File: src/rtl/key_vault_pkg.sv
// ---------------------------------------------------------------------------
// key_vault_pkg
// Shared types and constants for the key vault register file:
//   - state_e     : controller state (INIT walk / RUN service)
//   - rsp_err_e   : response error codes returned on rsp_err
//   - VIOL_W      : width of the saturating violation counter
//   - classify_err: folds the individual check results into one error code
// ---------------------------------------------------------------------------
package key_vault_pkg;

   typedef enum logic {
      INIT = 1'b0,
      RUN  = 1'b1
   } state_e;

   typedef enum logic [1:0] {
      ERR_OK    = 2'd0,
      ERR_PROT  = 2'd1,
      ERR_RANGE = 2'd2,
      ERR_ALIGN = 2'd3
   } rsp_err_e;

   localparam int VIOL_W = 8;

   // Alignment is reported first, then range, then protection, so that a
   // malformed address never gets attributed to the lock.
   function automatic rsp_err_e classify_err(input logic align_bad,
                                             input logic range_bad,
                                             input logic prot_bad);
      if (align_bad)      return ERR_ALIGN;
      else if (range_bad) return ERR_RANGE;
      else if (prot_bad)  return ERR_PROT;
      else                return ERR_OK;
   endfunction

endpackage

File: src/rtl/key_vault_sat_counter.sv
// ---------------------------------------------------------------------------
// sat_counter
// Up-counter that sticks at its all-ones value.
// Ports:
//   clk     : clock
//   clr_i   : synchronous clear (takes priority over inc_i)
//   inc_i   : add one this cycle unless already saturated
//   count_o : current count
// ---------------------------------------------------------------------------
module sat_counter #(
   parameter int W = 8
) (
   input  logic         clk,
   input  logic         clr_i,
   input  logic         inc_i,
   output logic [W-1:0] count_o
);

   logic [W-1:0] count_q;

   // NOTE: state registers are only ever assigned with non-blocking (<=)
   // inside always_ff, so every flop samples the pre-edge value of its peers.
   always_ff @(posedge clk) begin
      if (clr_i) begin
         count_q <= '0;
      end else if (inc_i && (count_q != '1)) begin
         count_q <= count_q + 1'b1;
      end
   end

   assign count_o = count_q;

endmodule

File: src/rtl/key_vault_regfile.sv
// ---------------------------------------------------------------------------
// key_vault_regfile
// Word-addressed register file whose low PROT_N entries hold key material.
// After reset an init walk loads every entry (protected entries get
// KEY_VAL ^ index, the rest zero). Protected entries stay writable until the
// sticky lock is set; afterwards writes to them are rejected. Every rejected
// request (misaligned, out of range, or locked-protected write) returns an
// error code, leaves the array untouched and bumps a saturating counter.
// Ports:
//   clk, reset     : clock, synchronous active-high reset
//   req_valid/ready: request handshake, ready only once the walk is done
//   req_we         : 1 = write, 0 = read
//   req_addr       : byte address (word index in bits [2 +: IDX_W])
//   req_wdata      : write data
//   lock_set       : pulse, sets the sticky lock
//   locked         : current lock state
//   busy           : init walk in progress
//   rsp_valid      : one-cycle response pulse, one cycle after acceptance
//   rsp_rdata      : read data, echoed write data, or 0 on error
//   rsp_err        : rsp_err_e code
//   viol_count     : saturating count of rejected requests
// ---------------------------------------------------------------------------
module key_vault_regfile
   import key_vault_pkg::*;
#(
   parameter int          DATA_W  = 32,
   parameter int          DEPTH   = 32,
   parameter int          PROT_N  = 4,
   parameter logic [31:0] KEY_VAL = 32'h1035_9987
) (
   input  logic              clk,
   input  logic              reset,
   input  logic              req_valid,
   output logic              req_ready,
   input  logic              req_we,
   input  logic [31:0]       req_addr,
   input  logic [DATA_W-1:0] req_wdata,
   input  logic              lock_set,
   output logic              locked,
   output logic              busy,
   output logic              rsp_valid,
   output logic [DATA_W-1:0] rsp_rdata,
   output logic [1:0]        rsp_err,
   output logic [VIOL_W-1:0] viol_count
);

   localparam int IDX_W = $clog2(DEPTH);

   // ---------------- registers ----------------
   state_e             state_q;
   logic [IDX_W-1:0]   walk_idx_q;
   logic               locked_q;
   logic               rsp_valid_q;
   logic [DATA_W-1:0]  rsp_rdata_q;
   rsp_err_e           rsp_err_q;
   logic [DATA_W-1:0]  mem_q [DEPTH];

   // ---------------- request decode ----------------
   logic               accept;
   logic [IDX_W-1:0]   req_idx;
   logic               align_bad;
   logic               range_bad;
   logic               prot_bad;
   rsp_err_e           err_d;
   logic [DATA_W-1:0]  rsp_rdata_d;

   assign accept    = req_valid && (state_q == RUN);
   assign req_idx   = req_addr[2 +: IDX_W];
   assign align_bad = |req_addr[1:0];
   assign range_bad = (req_addr >> (2 + IDX_W)) != '0;
   // The lock is checked against its registered value, so a lock_set pulse
   // arriving with a protected write lets that write through.
   assign prot_bad  = req_we && locked_q && (int'(req_idx) < PROT_N);
   assign err_d     = classify_err(align_bad, range_bad, prot_bad);

   always_comb begin
      // NOTE: every always_comb output is given a default before any branch,
      // so no path leaves it unassigned and no latch is inferred.
      rsp_rdata_d = '0;
      if (err_d == ERR_OK) begin
         rsp_rdata_d = req_we ? req_wdata : mem_q[req_idx];
      end
   end

   // ---------------- single array write port ----------------
   // The walk owns the port in INIT, requests own it in RUN.
   logic               mem_we;
   logic [IDX_W-1:0]   mem_widx;
   logic [DATA_W-1:0]  mem_wdata;
   logic [DATA_W-1:0]  init_val;

   assign init_val = (int'(walk_idx_q) < PROT_N)
                   ? (DATA_W'(KEY_VAL) ^ DATA_W'(walk_idx_q))
                   : '0;

   always_comb begin
      mem_we    = 1'b0;
      mem_widx  = walk_idx_q;
      mem_wdata = init_val;
      if (state_q == INIT) begin
         mem_we = 1'b1;
      end else if (accept && req_we && (err_d == ERR_OK)) begin
         mem_we    = 1'b1;
         mem_widx  = req_idx;
         mem_wdata = req_wdata;
      end
   end

   // NOTE: the array has no reset branch; the init walk overwrites every
   // entry before the first request can be accepted, so resetting it would
   // only add a mux per bit.
   always_ff @(posedge clk) begin
      if (mem_we) begin
         mem_q[mem_widx] <= mem_wdata;
      end
   end

   // ---------------- controller FSM with registered outputs ----------------
   always_ff @(posedge clk) begin
      if (reset) begin
         state_q     <= INIT;
         walk_idx_q  <= '0;
         locked_q    <= 1'b0;
         rsp_valid_q <= 1'b0;
         rsp_rdata_q <= '0;
         rsp_err_q   <= ERR_OK;
      end else begin
         locked_q    <= locked_q | lock_set;
         rsp_valid_q <= accept;
         if (accept) begin
            rsp_rdata_q <= rsp_rdata_d;
            rsp_err_q   <= err_d;
         end
         unique case (state_q)
            INIT: begin
               walk_idx_q <= walk_idx_q + 1'b1;
               if (walk_idx_q == IDX_W'(DEPTH - 1)) begin
                  state_q <= RUN;
               end
            end
            RUN: begin
               state_q <= RUN;
            end
         endcase
      end
   end

   // ---------------- violation counter ----------------
   sat_counter #(
      .W(VIOL_W)
   ) u_viol_cnt (
      .clk     (clk),
      .clr_i   (reset),
      .inc_i   (accept && (err_d != ERR_OK)),
      .count_o (viol_count)
   );

   // ---------------- outputs ----------------
   assign req_ready = (state_q == RUN);
   assign busy      = (state_q == INIT);
   assign locked    = locked_q;
   assign rsp_valid = rsp_valid_q;
   assign rsp_rdata = rsp_rdata_q;
   assign rsp_err   = rsp_err_q;

endmodule
File: config.mk
export PLATFORM = sky130hd
export DESIGN_NAME = key_vault_regfile
export DESIGN_NICKNAME = d
export VERILOG_FILES = /design/src/rtl/key_vault_pkg.sv /design/src/rtl/key_vault_sat_counter.sv /design/src/rtl/key_vault_regfile.sv
export SDC_FILE = /design/constraint.sdc
export NUM_CORES = 1
export LEC_CHECK = 0
export CAP_MARGIN = 20
export CORE_MARGIN = 2
export CORE_UTILIZATION = 43
export DETAILED_ROUTE_END_ITERATION = 10
export HOLD_SLACK_MARGIN = 0.02
export SLEW_MARGIN = 20
export SYNTH_ARGS = -nofsm -noshare
export SYNTH_HDL_FRONTEND = slang
export SYNTH_SLANG_ARGS = --single-unit
export TNS_END_PERCENT = 20
File: constraint.sdc
create_clock -name clk -period 8.3 [get_ports clk]
set_input_delay 2.49 -clock clk [delete_from_list [all_inputs] [get_ports clk]]
set_output_delay 2.49 -clock clk [all_outputs]
set_load 0.01 [all_outputs]
==> flow_summary.ini, run 1 <==
[worst_setup_path]
endpoint_kind = flop
crit_arrival_ps = 6690
crit_type = in2reg
cp_max_fo = 32
start_kind = primary input
worstPathRequired_ps = 8600

[die]
start_util_pct = 43.5
dieArea_um2 = 100000
fp.dieW_um = 317
die_h_um = 317
rows = 114
io_pins = 115
core_area_um2 = 96900

[place]
gp_congestion = 0.841
dp_hpwl_mm = 67.8
post-place-ws_ps = 1230
post_dp_cell_area_um2 = 45400
port_buffers = 114

[min_path]
hp-class = reg2reg

[sta]
setup_viol = 0
tightest_slew_ps = 1210
timing.final.ws_setup_ps = 1910
finClkSkew_ps = 29.3
rsz0062_at_grt = false
max_freq_ghz = 0.156
maxSlewHeadroom_pct = 17.6
fin_tns_setup_ps = 0
slew_violations = 0
final_hold_viol_count = 0
fin_crit_sh_pct = 77.0
period_minus_slack_ps = 6390

[clock_network]
cts.reportedPaths.clkPinSlew_ps = 60
cts_resized = 0
numCtsBuffers = 104
cts_sinks = 1074
cts_tree = built
root_buffer = clkbuf_16
hold_buffers = 0
cts_setup_buffers = 0
htreeDepth = 3
clockBufferDepth = 3
insertion_delay_ps = 680

[layout]
seq_area_um2 = 31800
multi_input_area_um2 = 10000
fill_cells = 7673
fin_nets = 2541
design_area_um2 = 48900
layout_commonest_cell = edfxtp_1
syn2layout_area_growth_pct = 16.3
layout-drive-gt1-share_pct = 25.2
final_cell_mix = edfxtp_1, mux2_2, o22ai_1, mux2i_1, clkdlybuf4s50_1

[grt]
grt_pass1_wl_mm = 161
antenna_found_initial = 4
grt_max_degree = 98
grt_use_total_pct = 22.4
overflow = 0
grt_pass1_vias = 23222

[power_and_ir_drop]
power_density_nw_per_um2 = 230
total_leakage_power_nw = 14.1
power_mw = 11.2
ir_worst_vdd_v = 0.000208

[yosys]
synth_area_um2 = 42100
seq_area_frac_synth_pct = 75.4
ys_warn_count = 0
syn_nets = 2359
synthTopCellsByArea = edfxtp_1, mux4_2, mux2_2, mux2i_1, dfxtp_1
synth_cell_types = 48
syn_area_per_cell_um2 = 18.4
ys_async_sr_fraction_pct = 0
synth_top_area_share_pct = 73.1
yosysTopAreaCell = edfxtp_1
ys_ff_latch = 1074
synthCells = 2287
synth_flop_cell = edfxtp_1
synth-edff-count = 1024

[drt]
drt-total-wl_mm = 112
drt_iter0_drc = 2574
wl_per_cell_um = 29.2
avgViaCountPerCell = 5.96
dr.pass1.iters = 5
drtAntennaViolNets = 0
vias = 22884
drc_errors = 0

[run_status]
outcome = finished, final reports clean

[run]
drv_cap = 0
critical path, cell delays in order:
cell and delay, ps:
clkdlybuf4s50_1 390, or4_1 610, or4_1 880, buf_8 290, nor3_4 170, buf_4 410, mux2_2 590, nor3_2 240
buf_4 580
stage by stage:
stage,util [%],instances,hold WS (ps)
2_1_floorplan,-,2287,504
3_3_place_gp,46.9,3635,481
3_5_place_dp,46.9,3636,490
4_1_cts,50.4,3834,500
5_1_grt,50.5,3837,534
6_report,50.5,3838,503
kinds of logic (layout without fill, tap and decap cells):
group	count (synthesis)	after routing	share of synthesized area [%]
buf+inv	166	440	1.54
flops	1074	1074	75.4
mux	438	438	14.3
other cells	0	1	0
xor+xnor	3	3	0.0624
compound gates	338	338	5.33
simple gates	265	265	3.26
fa+ha+maj	3	3	0.0892
power by group:
| part | internal (mW) | switching [mW] |
|---|---|---|
| clock network | 2.70 | 2.02 |
| logic | 0.181 | 0.349 |
| registers | 5.97 | 0.0143 |
| total | 8.85 | 2.38 |
cells in the mapped netlist (41+ instances only):
master / n
mux4_2: 109
a211oi_1: 58
a21oi_1: 43
mux2i_1: 124
nand2_1: 76
edfxtp_1: 1024
dfxtp_1: 50
mux2_2: 205
nor3_1: 54
clkbuf_1: 93
o21ai_0: 41
o22ai_1: 124
layout make-up:
class                   count  area share [%]
diodes                      1         0.00511
clock buffers             142            5.82
clock inverters            56            1.23
inverters                  20           0.153
multi-input cells        1047            20.4
flip-flops and latches   1074            64.9
well taps                1276            3.26
repair buffers            222            4.19
worst paths after layout:
| path | depth (start not counted) | startpoint | end | slack, ps |
|---|---|---|---|---|
| worst max-delay path | 9 | req_addr[28] | mem_q[4][15] | 1910 |
| worst min-delay path | 2 | u_viol_cnt.count_o[5] | u_viol_cnt.count_o[5] | 500 |
| worst max register to register | 8 | req_ready | mem_q[4][15] | 3780 |
| worst min register to register | 2 | u_viol_cnt.count_o[5] | u_viol_cnt.count_o[5] | 500 |
state kept, by name (all words and copies together) (netlist names):
name / cells
rsp_rdata: 32
mem_q: 1024
walk_idx_q: 5
req_ready: 1
rsp_err: 2
rsp_valid: 1
locked: 1
u_viol_cnt.count_o: 8
layer usage:
layer / track usage [%] / part of all wire [%] / vias to the layer above
li1: - / - / 9713
met3: 6.64 / 10 / 159
met5: 0 / 0.012 / -
met2: 34.6 / 46 / 1024
met1: 31.1 / 41 / 11986
met4: 6.21 / 2.3 / 2
Power figures use the tool's default switching activity.
==> run 2, diff against run 1 <==
clock period = 5.8 ns   (was 8.3 ns; I/O delays follow)
==> run 2 against run 1 <==
Cell count rose by 1.4%; sequential power rose by 43%; combinational power is 52% higher.
==> flow_summary.ini, run 2 (synthesized netlist as in run 1, its figures left out) <==
[clock_network]
insertion_delay_ps = 690
cts_setup_buffers = 0
clockBufferDepth = 3
cts.reportedPaths.clkPinSlew_ps = 70
root_buffer = clkbuf_16
numCtsBuffers = 103
cts_resized = 0
hold_buffers = 0
cts_tree = built
htreeDepth = 3
cts_sinks = 1074

[power_and_ir_drop]
pwr-share-comb_pct = 5.0
switching_share_pct = 20.9
ir_worst_vdd_v = 0.000254
power_density_nw_per_um2 = 327
p_clk_share_pct = 42.1
power.switching_mw = 3.38
internal_power_mw = 12.8
seqPwrFrac_pct = 52.9
total_leakage_power_nw = 14.5

[worst_setup_path]
worstPathRequired_ps = 6140
crit_path_end = mem_q[4][24]
cp_max_fo = 20
crit_type = in2reg
start_kind = primary input
r2r-start = req_ready
regToRegEndpoint = mem_q[4][24]
endpoint_kind = flop
crit_arrival_ps = 5520
cp-startpoint = req_addr[28]
r2r_cells = 6
ff2ff_setup_slack_ps = 1710

[place]
dp_hpwl_mm = 71.1
post_dp_cell_area_um2 = 46000
gp_congestion = 0.812
port_buffers = 114
post-place-ws_ps = 105

[layout]
syn2layout_area_growth_pct = 17.7
final_cell_mix = edfxtp_1, mux2_2, buf_4, o22ai_1, mux2i_1
layout_commonest_cell = edfxtp_1
design_area_um2 = 49500
largest_reg_flops = 1024
layout-drive-gt1-share_pct = 26.6
top_register = mem_q
fin_nets = 2596

[sta]
slew_violations = 0
fin_tns_setup_ps = 0
timing.final.ws_setup_ps = 621
rsz0062_at_grt = false
final_hold_viol_count = 0
period_minus_slack_ps = 5180
fin_crit_sh_pct = 89.3
setup_viol = 0
maxSlewHeadroom_pct = 18.8
finClkSkew_ps = 22.4
tightest_slew_ps = 1190
fin_hold_ws_ps = 515
max_freq_ghz = 0.193

[drt]
drt_iter0_drc = 2513
avgViaCountPerCell = 5.96
drtAntennaViolNets = 0
drt-total-wl_mm = 114
dr.pass1.iters = 5
vias = 23180
wl_per_cell_um = 29.4
drc_errors = 0

[die]
core_area_um2 = 96900
start_util_pct = 43.5
die_h_um = 317
fp.dieW_um = 317
io_pins = 115
rows = 114
dieArea_um2 = 100000

[grt]
grt_pass1_vias = 23179
grt_max_degree = 71
grt_use_total_pct = 22.9
antenna_found_initial = 11
overflow = 0
grt_pass1_wl_mm = 164

[min_path]
hp-class = reg2reg

[run_status]
outcome = finished, final reports clean

[run]
drv_cap = 0
-- run 2: cell count changes in the layout (fill, tap and decap cells not counted), sizes merged --
cell      before  now
clkinv        43   41
clkbuf       142  135
bufinv         9   12
clkinvlp       4    2
inv           20   24
buf          112  168
-- run 2: power groups by stage --
stage / clock network [mW] / registers (mW) / logic (mW)
2_1_floorplan: 0 / 8.72 / 0.425
4_1_cts: 6.92 / 8.56 / 0.807
5_1_grt: 7.21 / 8.56 / 0.850
6_report: 6.81 / 8.56 / 0.806
3_3_place_gp: 0 / 8.72 / 0.792
3_5_place_dp: 0 / 8.72 / 0.804
-- run 2: cell type report --
cell class / instances / area (um^2)
clock inverter: 59 / 633
inverter: 20 / 75.1
timing repair buffer: 278 / 2640
multi-input combinational: 1047 / 10000
antenna: 1 / 2.50
clock buffer: 135 / 2820
sequential: 1074 / 31800
tap: 1276 / 1600
fill: 7660 / 47300
-- run 2: worst min path at each step --
stage | start | end | slack, ps | cells past startpoint
2_1_floorplan | u_viol_cnt.count_o[5] | u_viol_cnt.count_o[5] | 500 | 2
3_5_place_dp | u_viol_cnt.count_o[5] | u_viol_cnt.count_o[5] | 490 | 2
6_report | u_viol_cnt.count_o[5] | u_viol_cnt.count_o[5] | 520 | 2
5_1_grt | u_viol_cnt.count_o[5] | u_viol_cnt.count_o[5] | 540 | 2
4_1_cts | u_viol_cnt.count_o[5] | u_viol_cnt.count_o[5] | 510 | 2
3_3_place_gp | u_viol_cnt.count_o[5] | u_viol_cnt.count_o[5] | 490 | 2
-- run 2: metrics by stage --
stage	power, mW	instances	utilization (%)
after floorplan	9.15	2287	-
after global placement	9.51	3694	47.5
after detailed placement	9.53	3694	47.5
after CTS	16.3	3888	51.1
after global routing	16.6	3889	51.1
final	16.2	3890	51.1
-- run 2: critical path, stage by stage --
cell             delay [ps]
clkdlybuf4s50_1         410
or4_1                   580
or4_1                   710
o31ai_1                 630
o211ai_1                620
nor3_2                  380
buf_4                   420
-- run 2: layer usage --
| metal | vias up | part of all wire, % | wire length [um] | global-route usage [%] |
|---|---|---|---|---|
| met5 | - | 0.070 | 80 | 0 |
| met4 | 12 | 2.2 | 2530 | 6.15 |
| met3 | 164 | 9.4 | 10800 | 5.16 |
| met2 | 991 | 47 | 54000 | 36.3 |
| met1 | 12159 | 41 | 47000 | 32.2 |
| li1 | 9854 | - | - | - |
==> run 3, diff against run 2 <==
clock period = 6.2 ns   (was 5.8 ns; I/O delays follow)
==> run 3 against run 2 <==
Total power decreased by 7.6%; clock skew increased by 1.1 ps; register-to-register slack improved by 400 ps; critical path type unchanged; final area decreased by 0.48%; via count decreased by 0.15%; cell count about the same; global-route usage decreased by 0.15 points; non-clock buffer count decreased by 5; first-iteration DRC count decreased by 11%; count of clock-buffer cells in the layout increased by 4.
==> flow_summary.ini, run 3 (synthesized netlist as in run 1, its figures left out) <==
[run_status]
outcome = finished, final reports clean

[die]
start_util_pct = 43.5
die_h_um = 317
fp.dieW_um = 317
core_area_um2 = 96900
io_pins = 115
rows = 114
dieArea_um2 = 100000

[worst_setup_path]
crit_chain = clkdlybuf4s50_1 > or4_1 > or4_1 > buf_4 > o31ai_1 > o211ai_1 > nor3_2 > buf_4
cp_max_fo = 25
r2r-start = req_ready
crit_arrival_ps = 5630
worstPathRequired_ps = 6530
cp-startpoint = req_addr[28]
start_kind = primary input
path_delay_family = simple AND/OR/NAND/NOR gates
crit_type = in2reg
slowest_delay_ps = 640
cp.buffers_inverters = 3
slowest_stage = or4_1
endpoint_kind = flop

[run]
drv_cap = 0

[layout]
layout-drive-gt1-share_pct = 26.6
diodes = 0
multi_input_area_um2 = 9990
largest_reg_flops = 1024
fin_util_pct = 50.9
final_cell_mix = edfxtp_1, mux2_2, buf_4, o22ai_1, mux2i_1
seq_area_um2 = 31800
layout_commonest_cell = edfxtp_1
syn2layout_area_growth_pct = 17.1
fill_cells = 7684
final_cells = 3888
fin_nets = 2595
top_register = mem_q

[power_and_ir_drop]
power.switching_mw = 3.22
total_leakage_power_nw = 14.4
p_clk_share_pct = 41.5
internal_power_mw = 11.7
switching_share_pct = 21.5
pwr-share-comb_pct = 5.0
seqPwrFrac_pct = 53.5
ir_worst_vdd_v = 0.000216
power_density_nw_per_um2 = 303

[sta]
finClkSkew_ps = 23.5
maxSlewHeadroom_pct = 18.2
rsz0062_at_grt = false
fin_crit_sh_pct = 85.6
period_minus_slack_ps = 5310
setup_viol = 0
final_hold_viol_count = 0
tightest_slew_ps = 1230
slew_violations = 0
max_freq_ghz = 0.188

[grt]
grt_use_total_pct = 22.8
overflow = 0
grt_pass1_vias = 23356
grt_max_degree = 70
grt_pass1_wl_mm = 164
antenna_found_initial = 7

[drt]
wl_per_cell_um = 29.3
drt-total-wl_mm = 114
vias = 23145
drt_iter0_drc = 2242
drc_errors = 0
drtAntennaViolNets = 0
avgViaCountPerCell = 5.95
dr.pass1.iters = 7

[clock_network]
cts.reportedPaths.clkPinSlew_ps = 60
numCtsBuffers = 107
cts_setup_buffers = 0
htreeDepth = 3
cts_sinks = 1074
clockBufferDepth = 3
cts_tree = built
hold_buffers = 0
insertion_delay_ps = 690
root_buffer = clkbuf_16
cts_resized = 0

[place]
gp_congestion = 0.837
dpl.cell_count = 3689
dp_hpwl_mm = 71.3
port_buffers = 114

[min_path]
hp-class = reg2reg
worstHoldStart = u_viol_cnt.count_o[6]
run 3: routing by layer:
metal  track usage, %  share of wire (%)  up-vias
met1             31.4                 41    12161
li1                 -                  -     9827
met3             5.84                9.3      144
met2             36.1                 47     1005
met4             6.19                2.1        8
met5                0              0.043        -
run 3: layout make-up:
cell class | count | area share [%]
repair buffers | 273 | 5.06
flip-flops and latches | 1074 | 64.4
multi-input cells | 1047 | 20.3
clock buffers | 139 | 5.90
well taps | 1276 | 3.24
clock inverters | 59 | 0.947
inverters | 20 | 0.152
run 3: per-stage QoR:
stage	setup slack, ps	hold WS (ps)	TNS (ps)	cell area [um^2]	total power [mW]
after floorplan	-570	504	-446230	42100	8.56
after global placement	250	489	0	45900	8.88
after detailed placement	223	508	0	45900	8.90
after CTS	950	518	0	49300	15.0
after global routing	729	542	0	49300	15.3
final	893	517	0	49300	14.9
run 3: worst paths after layout:
kind / end / slack [ps] / cells after the start
setup / recovery: mem_q[8][9] / 890 / 8
hold / removal: u_viol_cnt.count_o[6] / 520 / 2
setup reg to reg: mem_q[8][9] / 2110 / 7
hold reg to reg: u_viol_cnt.count_o[6] / 520 / 2
run 3: worst min-delay path, cell delays in order (launching register included):
cell     delay, ps
dfxtp_1        340
o41ai_1         70
a21oi_1         60
run 3: power groups by stage:
stage,Combinational [mW],Sequential [mW],Clock [mW]
after CTS,0.742,8.01,6.30
after detailed placement,0.739,8.16,0
after global routing,0.779,8.01,6.56
after floorplan,0.398,8.16,0
final,0.740,8.00,6.20
after global placement,0.729,8.16,0
